## config.mk

```make
export PLATFORM = sky130hd
export DESIGN_NAME = hazard_ctrl_multi
export DESIGN_NICKNAME = d
export VERILOG_FILES = /design/src/rtl/hazard_ctrl_multi.sv
export SDC_FILE = /design/constraint.sdc
export NUM_CORES = 1
export LEC_CHECK = 0
export ABC_CLOCK_PERIOD_IN_PS = 2800
export BUFFER_PORTS_ARGS = -buffer_cell sky130_fd_sc_hd__buf_4
export CAP_MARGIN = 20
export CORE_MARGIN = 4
export CORE_UTILIZATION = 45
export CTS_CLUSTER_SIZE = 24
export DETAILED_ROUTE_END_ITERATION = 8
export GPL_ROUTABILITY_DRIVEN = 0
export GPL_TIMING_DRIVEN = 0
export PLACE_DENSITY = 0.77
export SYNTH_ARGS = -nofsm -noshare
export SYNTH_HDL_FRONTEND = slang
export SYNTH_SLANG_ARGS = --single-unit
```

## constraint.sdc

```tcl
create_clock -name clk -period 2.8 [get_ports clk]
set_input_delay 0.42 -clock clk [delete_from_list [all_inputs] [get_ports clk]]
set_output_delay 0.42 -clock clk [all_outputs]
set_load 0.02 [all_outputs]
```

## src/rtl/hazard_ctrl_multi.sv

```systemverilog
// Load-use hazard controller with multi-cycle stall support.
// Freezes PC/IF-ID and bubbles ID/EX for LOAD_LAT cycles per hazard.
module hazard_ctrl_multi #(
    parameter int XLEN     = 32,
    parameter int REG_AW   = 5,
    parameter int LOAD_LAT = 1,
    parameter int CNT_W    = 16
) (
    input  logic              clk,
    input  logic              rst,
    input  logic [XLEN-1:0]   id_instr,
    input  logic [REG_AW-1:0] ex_rd,
    input  logic              ex_mem_read,
    input  logic              branch_taken,
    output logic              stall_pc,
    output logic              stall_ifid,
    output logic              bubble_idex,
    output logic              flush_ifid,
    output logic              hazard_busy,
    output logic [CNT_W-1:0]  stall_count
);

    // Remaining-cycle counter holds at most LOAD_LAT-1.
    localparam int REM_W = (LOAD_LAT > 1) ? $clog2(LOAD_LAT) : 1;
    localparam logic [REM_W-1:0] REM_INIT = REM_W'(LOAD_LAT - 1);
    localparam logic [REM_W-1:0] REM_ONE  = REM_W'(1);
    localparam logic [CNT_W-1:0] CNT_MAX  = {CNT_W{1'b1}};

    typedef enum logic {
        IDLE  = 1'b0,
        STALL = 1'b1
    } state_t;

    state_t             state_q, state_d;
    logic [REM_W-1:0]   rem_q, rem_d;
    logic [CNT_W-1:0]   cnt_q, cnt_d;

    logic [6:0]         opcode;
    logic [4:0]         rs1, rs2;
    logic               use_rs1, use_rs2;
    logic               hit;
    logic               unused_instr;

    assign opcode = id_instr[6:0];
    assign rs1    = id_instr[19:15];
    assign rs2    = id_instr[24:20];

    // Fields outside opcode/rs1/rs2 play no part in detection.
    assign unused_instr = ^{id_instr[XLEN-1:25], id_instr[14:7]};

    // Decide which source fields the ID instruction actually reads.
    always_comb begin
        use_rs1 = 1'b1;
        use_rs2 = 1'b1;
        unique case (opcode)
            7'b0110111, 7'b0010111, 7'b1101111: begin
                use_rs1 = 1'b0;
                use_rs2 = 1'b0;
            end
            7'b0010011, 7'b0000011, 7'b1100111, 7'b1110011: begin
                use_rs1 = 1'b1;
                use_rs2 = 1'b0;
            end
            7'b0110011, 7'b0100011, 7'b1100011: begin
                use_rs1 = 1'b1;
                use_rs2 = 1'b1;
            end
            default: begin
                use_rs1 = 1'b1;
                use_rs2 = 1'b1;
            end
        endcase
    end

    // A load into x0 never creates a real dependency.
    assign hit = ex_mem_read
               & (ex_rd != '0)
               & ((use_rs1 & (ex_rd == REG_AW'(rs1)))
                | (use_rs2 & (ex_rd == REG_AW'(rs2))));

    // Next-state, remaining-count and same-cycle control outputs.
    always_comb begin
        state_d     = state_q;
        rem_d       = rem_q;
        stall_pc    = 1'b0;
        stall_ifid  = 1'b0;
        bubble_idex = 1'b0;
        flush_ifid  = 1'b0;
        hazard_busy = (state_q == STALL);
        if (branch_taken) begin
            flush_ifid  = 1'b1;
            bubble_idex = 1'b1;
            state_d     = IDLE;
            rem_d       = '0;
        end else begin
            unique case (state_q)
                IDLE: begin
                    if (hit) begin
                        stall_pc    = 1'b1;
                        stall_ifid  = 1'b1;
                        bubble_idex = 1'b1;
                        if (LOAD_LAT > 1) begin
                            state_d = STALL;
                            rem_d   = REM_INIT;
                        end
                    end
                end
                STALL: begin
                    stall_pc    = 1'b1;
                    stall_ifid  = 1'b1;
                    bubble_idex = 1'b1;
                    if (rem_q == REM_ONE) begin
                        state_d = IDLE;
                        rem_d   = '0;
                    end else begin
                        rem_d = rem_q - REM_ONE;
                    end
                end
                default: begin
                    state_d = IDLE;
                    rem_d   = '0;
                end
            endcase
        end
        // Keep the pipeline untouched while reset is held.
        if (rst) begin
            stall_pc    = 1'b0;
            stall_ifid  = 1'b0;
            bubble_idex = 1'b0;
            flush_ifid  = 1'b0;
            hazard_busy = 1'b0;
        end
    end

    // Saturating count of PC-stall cycles.
    always_comb begin
        cnt_d = cnt_q;
        if (stall_pc && (cnt_q != CNT_MAX)) begin
            cnt_d = cnt_q + 1'b1;
        end
    end

    assign stall_count = cnt_q;

    // State and counter registers.
    always_ff @(posedge clk or posedge rst) begin
        if (rst) begin
            state_q <= IDLE;
            rem_q   <= '0;
            cnt_q   <= '0;
        end else begin
            state_q <= state_d;
            rem_q   <= rem_d;
            cnt_q   <= cnt_d;
        end
    end

endmodule

```

Word-level counts from Yosys, hierarchy flattened
Index checks and enable logic that the tools add are counted.
{"block": "word_totals", "regBits": 18, "input_bits": 41, "out_inout_bits": 21, "elab_cells": 43}
{"block": "classes", "addsub": 2, "n_eq_ne": 10, "muxes": 17, "bitwise": 6, "reduce_logical": 5}
{"operator": "7-bit equality test, second input constant", "count": 3}
{"operator": "16-bit by 1-bit adder with 16-bit output, second input constant", "count": 1}
{"operator": "1-bit two-way mux", "count": 16}
{"operator": "16-bit inequality test, second input constant", "count": 1}
{"operator": "7-bit by 5-bit equality test with 1-bit output, second input constant", "count": 2}
{"operator": "5-bit equality test", "count": 2}
{"operator": "7-bit by 2-bit equality test with 1-bit output, second input constant", "count": 1}
{"operator": "7-bit by 6-bit equality test with 1-bit output, second input constant", "count": 1}
{"operator": "7-bit OR reduction", "count": 1}
{"operator": "5-bit nonzero test", "count": 1}
{"operator": "1-bit AND", "count": 4}
{"operator": "3-bit OR reduction", "count": 1}
{"operator": "1-bit one-hot mux with 2 select lines", "count": 1}
{"operator": "2-bit nonzero test", "count": 1}
{"operator": "1-bit logical AND", "count": 1}
{"operator": "1-bit inverter", "count": 1}
{"operator": "1-bit OR", "count": 1}
{"operator": "1-bit subtractor, second input constant", "count": 1}

Logic depth before layout (Yosys ltp)
Gate-level depths: netlist of run 1.
{"block": "logic_depth", "word_depth": 11, "mapped_depth": 9, "ltp_nobuf": 7}

Worst setup path before layout of run 1
No wires, ideal clock.
{"block": "synth_timing", "kind": "input-to-output", "start": "input port ex_rd[1]", "end": "output port stall_pc", "t_arrival_ns": 1.884, "slack_ns": 0.496, "path_stages": 7, "path_buffers": 2, "path_cell_list": "or4_1 > o21ai_2 > a41oi_2 > o21ai_4 > buf_6 > nor2_1 > buf_4"}
{"block": "synth_via", "elab_chain_len": 8, "elab_cells_between_ends": 12}
{"element": "from (decl)", "line": "12", "source": "input logic [REG_AW-1:0] ex_rd,"}
{"element": "5-bit equality test (on tied branches)", "line": "78, 79"}
{"element": "1-bit AND (on tied branches)", "line": "78, 79"}
{"element": "1-bit OR", "line": "79", "source": "| (use_rs2 & (ex_rd == REG_AW'(rs2))));"}
{"element": "1-bit AND (*)", "line": "78", "source": "& ((use_rs1 & (ex_rd == REG_AW'(rs1)))"}
{"element": "1-bit two-way mux (*)"}
{"element": "1-bit one-hot mux with 2 select lines (*)"}
{"element": "1-bit two-way mux (*) (2 in a row)"}
{"element": "to (decl)", "line": "15", "source": "output logic stall_pc,"}
Mark *: on every way between the ends. The rest lies on a longest branch, timed or not.

Final worst setup path of run 1
{"block": "layout_timing", "start": "input port ex_rd[1]", "end": "output port stall_pc"}
{"block": "layout_via", "elab_chain_len": 8, "elab_cells_between_ends": 12}
{"element": "5-bit equality test (on tied branches)", "line": "78, 79"}
{"element": "1-bit AND (on tied branches)", "line": "78, 79"}
{"element": "1-bit OR", "line": "79"}
{"element": "1-bit AND (*)", "line": "78"}
{"element": "1-bit two-way mux (*)", "line": "98", "source": "if (hit) begin"}
{"element": "1-bit one-hot mux with 2 select lines (*)", "line": "96", "source": "unique case (state_q)"}
{"element": "1-bit two-way mux (*)", "line": "90", "source": "if (branch_taken) begin"}
{"element": "1-bit two-way mux (*)", "line": "126", "source": "if (rst) begin"}
Marked as above.

==> results of run 1 <==
[critical path: cells and delay by family]
family / cells / cell delay (ns)
AOI/OAI and AO/OA: 3 / 0.52
buffers and inverters: 4 / 0.60
and+or+nand+nor: 2 / 0.60
[logic make-up (layout without fill, tap and decap cells)]
logic type | after synthesis | after routing
simple gates | 55 | 55
buf+inv | 9 | 58
fa+ha+maj | 1 | 1
flops | 18 | 18
mux | 3 | 3
xor+xnor | 25 | 25
compound gates | 10 | 10
[cell type report]
cell class / instances / area (sq um)
Timing Repair Buffer: 46 / 345
Tap cell: 31 / 38.8
Inverter: 4 / 15.0
Clock buffer: 3 / 22.5
Sequential cell: 18 / 450
Buffer: 5 / 48.8
Multi-Input combinational cell: 94 / 762
Fill cell: 233 / 1050
[registers in the layout, indices dropped and copies added, names as in the netlist]
name	count
stall_count	16
rem_q	1
state_q	1
[power by group]
group	switching (mW)	leakage (nW)	internal (mW)	total (mW)
logic	0.0724	0.565	0.0724	0.145
registers	0.0146	0.244	0.272	0.286
clock network	0.0760	0.0138	0.0501	0.126
total	0.163	0.823	0.394	0.557
[cell usage after synthesis]
| master | n | area, sq um |
|---|---|---|
| sky130_fd_sc_hd__nand3_1 | 6 | 30.0 |
| sky130_fd_sc_hd__buf_4 | 2 | 15.0 |
| sky130_fd_sc_hd__nor3_1 | 2 | 10.0 |
| sky130_fd_sc_hd__a22oi_1 | 1 | 7.51 |
| sky130_fd_sc_hd__nor3_4 | 2 | 32.5 |
| sky130_fd_sc_hd__dfrtp_1 | 18 | 450 |
| sky130_fd_sc_hd__nand2_1 | 6 | 22.5 |
| sky130_fd_sc_hd__o21ai_2 | 1 | 8.76 |
| sky130_fd_sc_hd__inv_1 | 4 | 15.0 |
| sky130_fd_sc_hd__nor4_1 | 3 | 18.8 |
| sky130_fd_sc_hd__and3_1 | 1 | 6.26 |
| sky130_fd_sc_hd__nor4_2 | 6 | 75.1 |
| sky130_fd_sc_hd__or4_1 | 3 | 22.5 |
| sky130_fd_sc_hd__or3_1 | 4 | 25.0 |
| sky130_fd_sc_hd__nor2_2 | 1 | 6.26 |
| sky130_fd_sc_hd__nor2b_1 | 1 | 6.26 |
| sky130_fd_sc_hd__nor2_1 | 8 | 30.0 |
| sky130_fd_sc_hd__a41oi_2 | 1 | 16.3 |
| sky130_fd_sc_hd__ha_1 | 1 | 12.5 |
| sky130_fd_sc_hd__nor4b_1 | 1 | 8.76 |
| sky130_fd_sc_hd__o21ba_1 | 1 | 10.0 |
| sky130_fd_sc_hd__nand2_2 | 1 | 6.26 |
| sky130_fd_sc_hd__xor2_1 | 15 | 131 |
| sky130_fd_sc_hd__a211oi_1 | 1 | 7.51 |
| sky130_fd_sc_hd__mux2i_1 | 1 | 10.0 |
| sky130_fd_sc_hd__nand4b_1 | 1 | 8.76 |
| sky130_fd_sc_hd__nand4_1 | 3 | 18.8 |
| sky130_fd_sc_hd__xnor2_1 | 10 | 87.6 |
| sky130_fd_sc_hd__nor3_2 | 2 | 20.0 |
| sky130_fd_sc_hd__mux2_4 | 2 | 30.0 |
| sky130_fd_sc_hd__a41o_1 | 2 | 20.0 |
| sky130_fd_sc_hd__o2111ai_1 | 1 | 8.76 |
| sky130_fd_sc_hd__a211oi_2 | 1 | 12.5 |
| sky130_fd_sc_hd__nor4b_2 | 1 | 15.0 |
| sky130_fd_sc_hd__nand2b_1 | 2 | 12.5 |
| sky130_fd_sc_hd__buf_6 | 3 | 33.8 |
| sky130_fd_sc_hd__o21ai_4 | 1 | 16.3 |
| sky130_fd_sc_hd__nand3b_1 | 1 | 7.51 |
[worst min-delay path by stage]
stage / startpoint / end / cells past startpoint
after floorplan: rst / rem_q / 1
after global placement: rem_q / state_q / 1
after detailed placement: rem_q / state_q / 1
after CTS: rst / rem_q / 2
after global routing: branch_taken / state_q / 2
final: rst / rem_q / 2
[routing by layer]
layer / vias up / global-route usage, % / wire [um]
met5: - / 0 / 0
met1: 515 / 20.9 / 1230
li1: 535 / - / -
met3: 2 / 4.40 / 125
met4: 0 / 3.41 / 9
met2: 19 / 28.5 / 1480
==> qor.json, run 1 <==
{
  "run_status": "finished clean",
  "die_height_um": 61.3,
  "synth_compound_gate_area_share_pct": 8.43,
  "cpMaxStageDelayCell": "sky130_fd_sc_hd__or4_1",
  "largest_family_of_logic_cells_by_synthesized_area": "simple AND/OR/NAND/NOR gates",
  "ir_drop_v": 0.000316,
  "grt_pass1_wl_um": 4650,
  "max_clock_freq_ghz": 0.390,
  "worstPathMaxFanout": 10,
  "route.vias.total": 1071,
  "classification_of_the_worst_setup_path": "in -> out",
  "synth_fa_ha_area_share_pct": 0.980,
  "power_total_mw": 0.557,
  "maxCapViolCount": 0,
  "first_global_vias": 1087,
  "mostFrequentLayoutCells": "sky130_fd_sc_hd__buf_4 (48), sky130_fd_sc_hd__dfrtp_1 (18), sky130_fd_sc_hd__xor2_1 (15)",
  "instances_no_fill": 201,
  "synthesis.yosys.warnings": 0,
  "fin_util_pct": 61.6,
  "number_of_placed_cells_counting_well_taps": 198,
  "syn-num-nets": 163,
  "detail_route.first_pass.iterations": 4,
  "design.final.nets": 214,
  "timing.final.crit_share_pct": 91.7,
  "detailed_place.area_sq_mm": 0.00166,
  "antenna-diode-count": 0,
  "cell_repeated_most_along_the_worst_path": "sky130_fd_sc_hd__buf_4",
  "detail_route.wl_per_cell_um": 14.2,
  "post_synth_xor_area_fraction_pct": 17.2,
  "end_kind": "primary output",
  "cts-htree-levels": 1,
  "yosys-mux-area-fraction_pct": 3.14,
  "globalRouteTotalUtil_pct": 16.6,
  "final_worst_path_period_need_ns": 2.57,
  "drt-vias-per-instance": 5.33,
  "antenna_found_initial": 0,
  "area_of_the_die_sq_mm": 0.00375,
  "dp_hpwl_um": 2230,
  "tritoncts_clock_tree": "yes",
  "fin_ws_ns": 0.234,
  "worst_r2r_endpoint": "stall_count[1]",
  "synthToLayoutAreaGrowth_pct": 31.9,
  "r2r-start": "stall_count[1]",
  "leading_cell_type_in_the_layout_fill_and_taps_excluded": "sky130_fd_sc_hd__buf_4",
  "hold_violation_count_in_the_final_report": 0,
  "postCtsResizedCells": 0,
  "yosys.cell_types.count": 38,
  "grt_overflow_total": 0,
  "row_count": 19,
  "initial_utilization_pct": 46.7,
  "synth_seq_cells": 18,
  "numCtsBuffers": 3,
  "worst_setup_path_endpoint": "stall_pc",
  "synth_area_sq_mm": 0.00128,
  "worstSetupStartpointType": "primary input",
  "reg2reg_slack_ns": 0.76,
  "synthCells": 121,
  "worst_hold_path_type": "in -> async",
  "clock_sinks": 18,
  "grt_setup_unrepaired": "no",
  "coreArea_sq_mm": 0.00273,
  "cts-root-to-sink-buffers": 2,
  "arrival_ns": 2.15,
  "postRouteAntennaNets": 0,
  "die_x_um": 61.3,
  "r2r_cells": 8,
  "worst_setup_path_startpoint": "ex_rd[1]",
  "clock-skew-final_ns": 0.00551,
  "power_density_mw_per_mm2": 331,
  "wirelength_routed_um": 2850,
  "remaining_drc_errors": 0,
  "clkSlewWorstSetupHoldPaths_ns": 0.10,
  "synth_simple_gate_area_share_pct": 30.0,
  "first_iter_violations": 43,
  "ioPinCount": 62,
  "crit_chain": "buf_4, or4_1, o21ai_2, a41oi_2, o21ai_4, buf_6, nor2_1, buf_4, buf_4",
  "pleak_nw": 0.823,
  "ctsHoldBuffers": 0,
  "clkLatencyLatePin_ns": 0.29,
  "worst_slew_margin_rel_pct": 54.8,
  "placement.io_buffers": 46,
  "setup_violations": 0,
  "maximum_number_of_pins_on_one_net_before_global_route_repair": 19,
  "cp_slowest_stage_delay_ns": 0.53,
  "postSynthAreaPerCell_sq_um": 10.5,
  "layout.cell_area.non_filler_sq_mm": 0.00168,
  "yosysSeqAreaShare_pct": 35.3,
  "report.final.slew_viol_count": 0,
  "final_layout_size_suffix_gt1_share_pct": 42.9,
  "post-cts-setup-buffer-count": 0,
  "cts.root.buffer_cell": "sky130_fd_sc_hd__clkbuf_4",
  "place_ws_ns": 0.232,
  "hold-worst-slack_ns": 0.246,
  "worst-endpoint-required_ns": 2.38,
  "tightestPinTransition_ns": 0.677,
  "fin_tns_setup_ns": 0
}
No activity file was read; power rests on OpenSTA's default activity.
==> run 2, diff against run 1 <==
--- a/config.mk
+++ b/config.mk
@@ -8,8 +8,9 @@
 export ABC_CLOCK_PERIOD_IN_PS = 2800
 export BUFFER_PORTS_ARGS = -buffer_cell sky130_fd_sc_hd__buf_4
 export CAP_MARGIN = 20
-export CORE_MARGIN = 4
+export CORE_MARGIN = 2
 export CORE_UTILIZATION = 45
+export CTS_CLUSTER_DIAMETER = 150
 export CTS_CLUSTER_SIZE = 24
 export DETAILED_ROUTE_END_ITERATION = 8
 export GPL_ROUTABILITY_DRIVEN = 0
==> run 2 against run 1 <==
Against the previous run: total power increased by 6.5%; clock power increased by 29%; clock skew decreased by 0.0046 ns; final cell count increased by 0.50%; global-route usage increased by 2.0 points; setup slack improved by 0.0014 ns; wire length decreased by 5.2%; combinational power about the same; critical path type unchanged; largest power group unchanged; highest routed layer unchanged.
==> qor.json, run 2 (synthesis results as in run 1) <==
{
  "dp_hpwl": {"value": 2150, "unit": "um", "change": "was 2230 um"},
  "worstSetupStartpointType": {"value": "primary input", "change": "unchanged"},
  "fin_util": {"value": 62.1, "unit": "%", "change": "was 61.6%"},
  "grt_setup_unrepaired": {"value": "no", "change": "unchanged"},
  "arrival": {"value": 2.14, "unit": "ns", "change": "was 2.15 ns"},
  "worst_hold_path_type": {"value": "in -> async", "change": "unchanged"},
  "globalRouteTotalUtil": {"value": 18.6, "unit": "%", "change": "was 16.6%"},
  "first_iter_violations": {"value": 40, "change": "was 43"},
  "report.final.slew_viol_count": {"value": 0, "change": "unchanged"},
  "worstPathMaxFanout": {"value": 10, "change": "unchanged"},
  "top_layer": {"value": "met4", "change": "unchanged"},
  "met3RoutedLength": {"value": 126, "unit": "um", "change": "was 125 um"},
  "row_count": {"value": 19, "change": "unchanged"},
  "layout.area.seq": {"value": 450, "unit": "sq um", "change": "unchanged"},
  "critical_path_buf_inv_count": {"value": 4, "change": "unchanged"},
  "worst-endpoint-required": {"value": 2.38, "unit": "ns", "change": "about the same"},
  "postRouteAntennaNets": {"value": 0, "change": "unchanged"},
  "area_of_the_die": {"value": 0.00328, "unit": "sq mm", "change": "was 0.00375 sq mm"},
  "maximum_number_of_pins_on_one_net_before_global_route_repair": {"value": 19, "change": "unchanged"},
  "synthToLayoutAreaGrowth": {"value": 32.9, "unit": "%", "change": "was 31.9%"},
  "placement.io_buffers": {"value": 46, "change": "unchanged"},
  "leading_cell_type_in_the_layout_fill_and_taps_excluded": {"value": "sky130_fd_sc_hd__buf_4", "change": "unchanged"},
  "run_status": {"value": "finished clean", "change": "unchanged"},
  "fin_tns_setup": {"value": 0, "unit": "ns", "change": "unchanged"},
  "grt_overflow_total": {"value": 0, "change": "unchanged"},
  "post-cts-setup-buffer-count": {"value": 0, "change": "unchanged"},
  "tritoncts_clock_tree": {"value": "yes", "change": "unchanged"},
  "timing.final.crit_share": {"value": 91.6, "unit": "%", "change": "was 91.7%"},
  "worst_r2r_endpoint": {"value": "stall_count[1]", "change": "unchanged"},
  "clkLatencyLatePin": {"value": 0.30, "unit": "ns", "change": "was 0.29 ns"},
  "cts.root.buffer_cell": {"value": "sky130_fd_sc_hd__clkbuf_4", "change": "unchanged"},
  "design.final.nets": {"value": 214, "change": "unchanged"},
  "route.vias.total": {"value": 1084, "change": "was 1071"},
  "clkSlewWorstSetupHoldPaths": {"value": 0.10, "unit": "ns", "change": "about the same"},
  "cp_slowest_stage_delay": {"value": 0.54, "unit": "ns", "change": "was 0.53 ns"},
  "detailed_place.area": {"value": 0.00166, "unit": "sq mm", "change": "unchanged"},
  "antenna-diode-count": {"value": 0, "change": "unchanged"},
  "end_kind": {"value": "primary output", "change": "unchanged"},
  "setup_violations": {"value": 0, "change": "unchanged"},
  "hold_violation_count_in_the_final_report": {"value": 0, "change": "unchanged"},
  "num-fill-cells": {"value": 234, "change": "was 233"},
  "pleak": {"value": 0.830, "unit": "nW", "change": "was 0.823 nW"},
  "postCtsResizedCells": {"value": 0, "change": "unchanged"},
  "grt_pass1_wl": {"value": 4900, "unit": "um", "change": "was 4650 um"},
  "initial_utilization": {"value": 46.7, "unit": "%", "change": "unchanged"},
  "power_density": {"value": 350, "unit": "mW/mm^2", "change": "was 331 mW/mm^2"},
  "die_x": {"value": 57.3, "unit": "um", "change": "was 61.3 um"},
  "r2r_cells": {"value": 8, "change": "unchanged"},
  "power_total": {"value": 0.593, "unit": "mW", "change": "was 0.557 mW"},
  "detail_route.wl_per_cell": {"value": 13.4, "unit": "um", "change": "was 14.2 um"},
  "mostFrequentLayoutCells": {"value": "sky130_fd_sc_hd__buf_4 (48), sky130_fd_sc_hd__dfrtp_1 (18), sky130_fd_sc_hd__xor2_1 (15)", "change": "unchanged"},
  "layout.cell_area.non_filler": {"value": 0.00170, "unit": "sq mm", "change": "was 0.00168 sq mm"},
  "crit_chain": {"value": "buf_4, or4_1, o21ai_2, a41oi_2, o21ai_4, buf_6, nor2_1, buf_4, buf_4", "change": "unchanged"},
  "coreArea": {"value": 0.00273, "unit": "sq mm", "change": "unchanged"},
  "final_layout_size_suffix_gt1_share": {"value": 43.3, "unit": "%", "change": "was 42.9%"},
  "largest_register_ff_count": {"value": 16, "change": "unchanged"},
  "drt-vias-per-instance": {"value": 5.37, "change": "was 5.33"},
  "max_clock_freq": {"value": 0.390, "unit": "GHz", "change": "about the same"},
  "ctsHoldBuffers": {"value": 0, "change": "unchanged"},
  "detail_route.first_pass.iterations": {"value": 4, "change": "unchanged"},
  "remaining_drc_errors": {"value": 0, "change": "unchanged"},
  "antenna_found_initial": {"value": 0, "change": "unchanged"},
  "cts-root-to-sink-buffers": {"value": 2, "change": "unchanged"},
  "r2r-start": {"value": "stall_count[0]", "change": "was stall_count[1]"},
  "final_worst_path_period_need": {"value": 2.56, "unit": "ns", "change": "was 2.57 ns"},
  "clock-skew-final": {"value": 0.000911, "unit": "ns", "change": "was 0.00551 ns"},
  "cpMaxStageDelayCell": {"value": "sky130_fd_sc_hd__or4_1", "change": "unchanged"},
  "wirelength_routed": {"value": 2700, "unit": "um", "change": "was 2850 um"},
  "fin_ws": {"value": 0.235, "unit": "ns", "change": "was 0.234 ns"},
  "dr_wl_met2": {"value": 1340, "unit": "um", "change": "was 1480 um"},
  "reg2reg_slack": {"value": 0.76, "unit": "ns", "change": "about the same"},
  "maxCapViolCount": {"value": 0, "change": "unchanged"},
  "worst_slew_margin_rel": {"value": 55.2, "unit": "%", "change": "was 54.8%"},
  "route.layer.met1.wl": {"value": 1200, "unit": "um", "change": "was 1230 um"},
  "timing.critical_path.max_delay_family": {"value": "simple AND/OR/NAND/NOR gates", "change": "unchanged"},
  "ioPinCount": {"value": 62, "change": "unchanged"},
  "numCtsBuffers": {"value": 3, "change": "unchanged"},
  "cts-htree-levels": {"value": 1, "change": "unchanged"},
  "ir_drop": {"value": 0.000325, "unit": "V", "change": "was 0.000316 V"},
  "clock_sinks": {"value": 18, "change": "unchanged"},
  "tightestPinTransition": {"value": 0.672, "unit": "ns", "change": "was 0.677 ns"},
  "first_global_vias": {"value": 1118, "change": "was 1087"},
  "place_ws": {"value": 0.229, "unit": "ns", "change": "was 0.232 ns"},
  "classification_of_the_worst_setup_path": {"value": "in -> out", "change": "unchanged"},
  "cell_repeated_most_along_the_worst_path": {"value": "sky130_fd_sc_hd__buf_4", "change": "unchanged"},
  "multi_input_logic_area": {"value": 762, "unit": "sq um", "change": "unchanged"},
  "die_height": {"value": 57.3, "unit": "um", "change": "was 61.3 um"}
}
==> run 2: changes by cell type in the layout (fill, tap and decap cells not counted) <==
cell | previous run | this run
sky130_fd_sc_hd__clkbuf_8 | 0 | 1
==> run 2: routing by layer <==
layer | GRT usage (%) | vias up
met4 | 3.65 | 0
met3 | 5.22 | 6
li1 | - | 537
met2 | 31.0 | 25
met5 | 0 | -
met1 | 24.4 | 516
==> run 2: per-stage QoR <==
stage               instances  hold slack, ns
detailed placement        198           0.454
finish                    202           0.239
global placement          198           0.440
CTS                       202           0.264
floorplan                 121           0.359
global route              202           0.296
==> run 2: report_power, final <==
| group | internal [mW] | switching, mW |
|---|---|---|
| Clock | 0.0794 | 0.0831 |
| Sequential | 0.272 | 0.0145 |
| Combinational | 0.0725 | 0.0720 |
| Total | 0.424 | 0.170 |
==> run 2: area by class of cell <==
class / count / share of cell area [%]
multi-input combinational: 94 / 44.9
sequential: 18 / 26.5
timing repair buffer: 46 / 20.4
buffer: 5 / 2.88
tap: 31 / 2.29
clock buffer: 4 / 2.14
inverter: 4 / 0.885
==> run 2: worst reg2reg max path, cell delays in order, from the launching register on <==
cell and delay (ns):
sky130_fd_sc_hd__dfrtp_1 0.42, sky130_fd_sc_hd__ha_1 0.21, sky130_fd_sc_hd__nand2_1 0.08, sky130_fd_sc_hd__or3_1 0.33, sky130_fd_sc_hd__buf_6 0.15, sky130_fd_sc_hd__nor3_4 0.21
sky130_fd_sc_hd__buf_6 0.18, sky130_fd_sc_hd__nor3_4 0.05, sky130_fd_sc_hd__mux2_4 0.30
==> run 2: worst max-delay path by stage <==
stage / slack, ns / cells past startpoint / startpoint / to
2_1_floorplan: 0.50 / 7 / ex_rd[1] / stall_pc
3_3_place_gp: 0.24 / 9 / ex_rd[1] / stall_pc
3_5_place_dp: 0.23 / 9 / ex_rd[1] / stall_pc
4_1_cts: 0.23 / 9 / ex_rd[1] / stall_pc
5_1_grt: 0.15 / 9 / ex_rd[1] / stall_pc
6_report: 0.24 / 9 / ex_rd[1] / stall_pc
==> run 3, diff against run 2 <==
==> config.mk (replaced) <==
export PLATFORM = sky130hd
export DESIGN_NAME = hazard_ctrl_multi
export DESIGN_NICKNAME = d
export VERILOG_FILES = /design/src/rtl/hazard_ctrl_multi.sv
export SDC_FILE = /design/constraint.sdc
export NUM_CORES = 1
export LEC_CHECK = 0
export ABC_CLOCK_PERIOD_IN_PS = 2300
export BUFFER_PORTS_ARGS = -buffer_cell sky130_fd_sc_hd__buf_4
export CAP_MARGIN = 20
export CORE_ASPECT_RATIO = 1.2
export CORE_MARGIN = 2
export CORE_UTILIZATION = 41
export CTS_CLUSTER_DIAMETER = 150
export CTS_CLUSTER_SIZE = 24
export DETAILED_ROUTE_END_ITERATION = 8
export GPL_ROUTABILITY_DRIVEN = 0
export GPL_TIMING_DRIVEN = 0
export PLACE_DENSITY = 0.74
export SYNTH_ARGS = -nofsm -noshare
export SYNTH_HDL_FRONTEND = slang
export SYNTH_SLANG_ARGS = --single-unit
==> constraint.sdc (replaced) <==
create_clock -name clk -period 2.3 [get_ports clk]
set_input_delay 0.345 -clock clk [delete_from_list [all_inputs] [get_ports clk]]
set_output_delay 0.345 -clock clk [all_outputs]
set_load 0.02 [all_outputs]
==> run 3 against run 2 <==
Against the previous run: register-to-register slack worse by 0.48 ns; count of clock-buffer cells in the layout stayed put; wire length up 9.0%; clock skew rose by 0.0013 ns; critical path depth stayed put; highest routed layer unchanged; die area is 9.1% higher.
==> qor.json, run 3 (synthesis results as in run 1) <==
{
  "grt_pass1_wl": {"value": 5000, "unit": "um", "change": "was 4900 um"},
  "r2r-start": {"value": "stall_count[1]", "change": "was stall_count[0]"},
  "clkLatencyLatePin": {"value": 0.30, "unit": "ns", "change": "about the same"},
  "ctsHoldBuffers": {"value": 0, "change": "unchanged"},
  "remaining_drc_errors": {"value": 0, "change": "unchanged"},
  "cpMaxStageDelayCell": {"value": "sky130_fd_sc_hd__or4_1", "change": "unchanged"},
  "worstSetupStartpointType": {"value": "primary input", "change": "unchanged"},
  "ir_drop": {"value": 0.000479, "unit": "V", "change": "was 0.000325 V"},
  "worst_setup_path_endpoint": {"value": "stall_pc", "change": "unchanged"},
  "route.vias.total": {"value": 1133, "change": "was 1084"},
  "pleak": {"value": 0.854, "unit": "nW", "change": "was 0.830 nW"},
  "antenna_found_initial": {"value": 0, "change": "unchanged"},
  "critical_path_buf_inv_count": {"value": 4, "change": "unchanged"},
  "first_global_vias": {"value": 1138, "change": "was 1118"},
  "grt_overflow_total": {"value": 0, "change": "unchanged"},
  "arrival": {"value": 1.88, "unit": "ns", "change": "was 2.14 ns"},
  "setup_violations": {"value": 0, "change": "unchanged"},
  "worst_slew_margin_rel": {"value": 55.5, "unit": "%", "change": "was 55.2%"},
  "worst-endpoint-required": {"value": 1.96, "unit": "ns", "change": "was 2.38 ns"},
  "numCtsBuffers": {"value": 3, "change": "unchanged"},
  "cell_repeated_most_along_the_worst_path": {"value": "sky130_fd_sc_hd__buf_4", "change": "unchanged"},
  "worst_setup_path_startpoint": {"value": "ex_rd[1]", "change": "unchanged"},
  "cts-htree-levels": {"value": 1, "change": "unchanged"},
  "detailed_place.area": {"value": 0.00167, "unit": "sq mm", "change": "was 0.00166 sq mm"},
  "run_status": {"value": "finished clean", "change": "unchanged"},
  "row_count": {"value": 22, "change": "was 19"},
  "timing.final.crit_share_pct": 96.8,
  "clock_sinks": {"value": 18, "change": "unchanged"},
  "report.final.slew_viol_count": {"value": 0, "change": "unchanged"},
  "antenna-diode-count": {"value": 0, "change": "unchanged"},
  "cp_slowest_stage_delay": {"value": 0.54, "unit": "ns", "change": "about the same"},
  "r2r_cells": {"value": 8, "change": "unchanged"},
  "largest_register_ff_count": {"value": 16, "change": "unchanged"},
  "hold_violation_count_in_the_final_report": {"value": 0, "change": "unchanged"},
  "end_kind": {"value": "primary output", "change": "unchanged"},
  "postRouteAntennaNets": {"value": 0, "change": "unchanged"},
  "max_clock_freq_ghz": 0.449,
  "die_height": {"value": 65.1, "unit": "um", "change": "was 57.3 um"},
  "detail_route.wl_per_cell": {"value": 13.9, "unit": "um", "change": "was 13.4 um"},
  "worst_r2r_endpoint": {"value": "stall_count[1]", "change": "unchanged"},
  "first_iter_violations": {"value": 26, "change": "was 40"},
  "power_density": {"value": 420, "unit": "mW/mm^2", "change": "was 350 mW/mm^2"},
  "clock-skew-final": {"value": 0.00224, "unit": "ns", "change": "was 0.000911 ns"},
  "die_x": {"value": 54.9, "unit": "um", "change": "was 57.3 um"},
  "tritoncts_clock_tree": {"value": "yes", "change": "unchanged"},
  "final_layout_size_suffix_gt1_share": {"value": 44.9, "unit": "%", "change": "was 43.3%"},
  "classification_of_the_worst_setup_path": {"value": "in -> out", "change": "unchanged"},
  "coreArea": {"value": 0.00303, "unit": "sq mm", "change": "was 0.00273 sq mm"},
  "clkSlewWorstSetupHoldPaths": {"value": 0.10, "unit": "ns", "change": "about the same"},
  "worst_hold_path_type": {"value": "in -> async", "change": "unchanged"},
  "reg2reg_slack": {"value": 0.28, "unit": "ns", "change": "was 0.76 ns"},
  "design.final.nets": {"value": 219, "change": "was 214"},
  "initial_utilization": {"value": 42.1, "unit": "%", "change": "was 46.7%"},
  "hold-worst-slack": {"value": 0.155, "unit": "ns", "change": "was 0.239 ns"},
  "final_worst_path_period_need_ns": 2.23,
  "worstPathMaxFanout": {"value": 3, "change": "was 10"},
  "cts-root-to-sink-buffers": {"value": 2, "change": "unchanged"},
  "mostFrequentLayoutCells": {"value": "sky130_fd_sc_hd__buf_4 (53), sky130_fd_sc_hd__dfrtp_1 (18), sky130_fd_sc_hd__xor2_1 (15)", "change": "was sky130_fd_sc_hd__buf_4 (48), sky130_fd_sc_hd__dfrtp_1 (18), sky130_fd_sc_hd__xor2_1 (15)"},
  "tightestPinTransition": {"value": 0.667, "unit": "ns", "change": "was 0.672 ns"},
  "ioPinCount": {"value": 62, "change": "unchanged"},
  "synthToLayoutAreaGrowth": {"value": 36.8, "unit": "%", "change": "was 32.9%"},
  "layout.cell_area.non_filler": {"value": 0.00175, "unit": "sq mm", "change": "was 0.00170 sq mm"},
  "dp_hpwl": {"value": 2330, "unit": "um", "change": "was 2150 um"},
  "power_total": {"value": 0.733, "unit": "mW", "change": "was 0.593 mW"},
  "maximum_number_of_pins_on_one_net_before_global_route_repair": {"value": 19, "change": "unchanged"},
  "timing.critical_path.max_delay_family": {"value": "simple AND/OR/NAND/NOR gates", "change": "unchanged"},
  "globalRouteTotalUtil": {"value": 19.1, "unit": "%", "change": "was 18.6%"},
  "detail_route.first_pass.iterations": {"value": 4, "change": "unchanged"},
  "leading_cell_type_in_the_layout_fill_and_taps_excluded": {"value": "sky130_fd_sc_hd__buf_4", "change": "unchanged"},
  "grt_setup_unrepaired": {"value": "no", "change": "unchanged"},
  "crit_cells": {"value": 9, "change": "unchanged"},
  "area_of_the_die": {"value": 0.00358, "unit": "sq mm", "change": "was 0.00328 sq mm"},
  "placement.io_buffers": {"value": 46, "change": "unchanged"},
  "crit_chain": {"value": "buf_4, or4_1, o21ai_2, a41oi_2, o21ai_4, buf_6, nor2_1, buf_4, buf_4", "change": "unchanged"},
  "maxCapViolCount": {"value": 0, "change": "unchanged"},
  "cts.root.buffer_cell": {"value": "sky130_fd_sc_hd__clkbuf_4", "change": "unchanged"},
  "wirelength_routed": {"value": 2940, "unit": "um", "change": "was 2700 um"},
  "drt-vias-per-instance": {"value": 5.34, "change": "was 5.37"}
}
-- run 3: layout make-up --
cell class                      instances  area, sq um
Timing Repair Buffer                   51          383
Tap cell                               36         45.0
Buffer                                  5         48.8
Sequential cell                        18          450
Inverter                                4         15.0
Multi-Input combinational cell         94          767
Fill cell                             281         1280
Clock buffer                            4         36.3
-- run 3: worst min path at each step --
stage	from	end	slack (ns)
after floorplan	rst	rem_q	0.28
after global placement	rem_q	state_q	0.44
after detailed placement	rem_q	state_q	0.45
after CTS	rst	stall_count[15]	0.18
after global routing	branch_taken	rem_q	0.21
final	rst	stall_count[15]	0.15
-- run 3: repair_timing --
action / 4_1_cts / 5_1_grt
gates resized for setup: 1 / 0
hold endpoints to repair: 0 / 0
setup endpoints to repair: 2 / 1
pin swaps: 1 / 1
buffers inserted: 2 / 3
-- run 3: through the flow --
| step | utilization (%) | cells | TNS [ns] | worst slack [ns] |
|---|---|---|---|---|
| finish | 57.6 | 212 | 0 | 0.0746 |
| floorplan | - | 121 | 0 | 0.146 |
| CTS | 56.9 | 209 | 0 | 0.0671 |
| detailed placement | 55.0 | 203 | -0.204 | -0.159 |
| global placement | 55.0 | 203 | -0.121 | -0.117 |
| global route | 57.6 | 212 | 0 | 0.00544 |
-- run 3: routing by layer --
metal | part of all wire [%] | global-route usage, % | wire length (um)
met5 | 0 | 0 | 0
met3 | 4.0 | 3.18 | 117
met4 | 2.3 | 9.15 | 69
met1 | 41 | 23.7 | 1190
met2 | 53 | 31.1 | 1560
-- run 3: report_power, final --
part / internal, mW / switching (mW) / total, mW / leakage [nW]
Sequential: 0.331 / 0.0180 / 0.349 / 0.244
Clock: 0.0967 / 0.102 / 0.198 / 0.0210
Combinational: 0.0945 / 0.0914 / 0.186 / 0.588
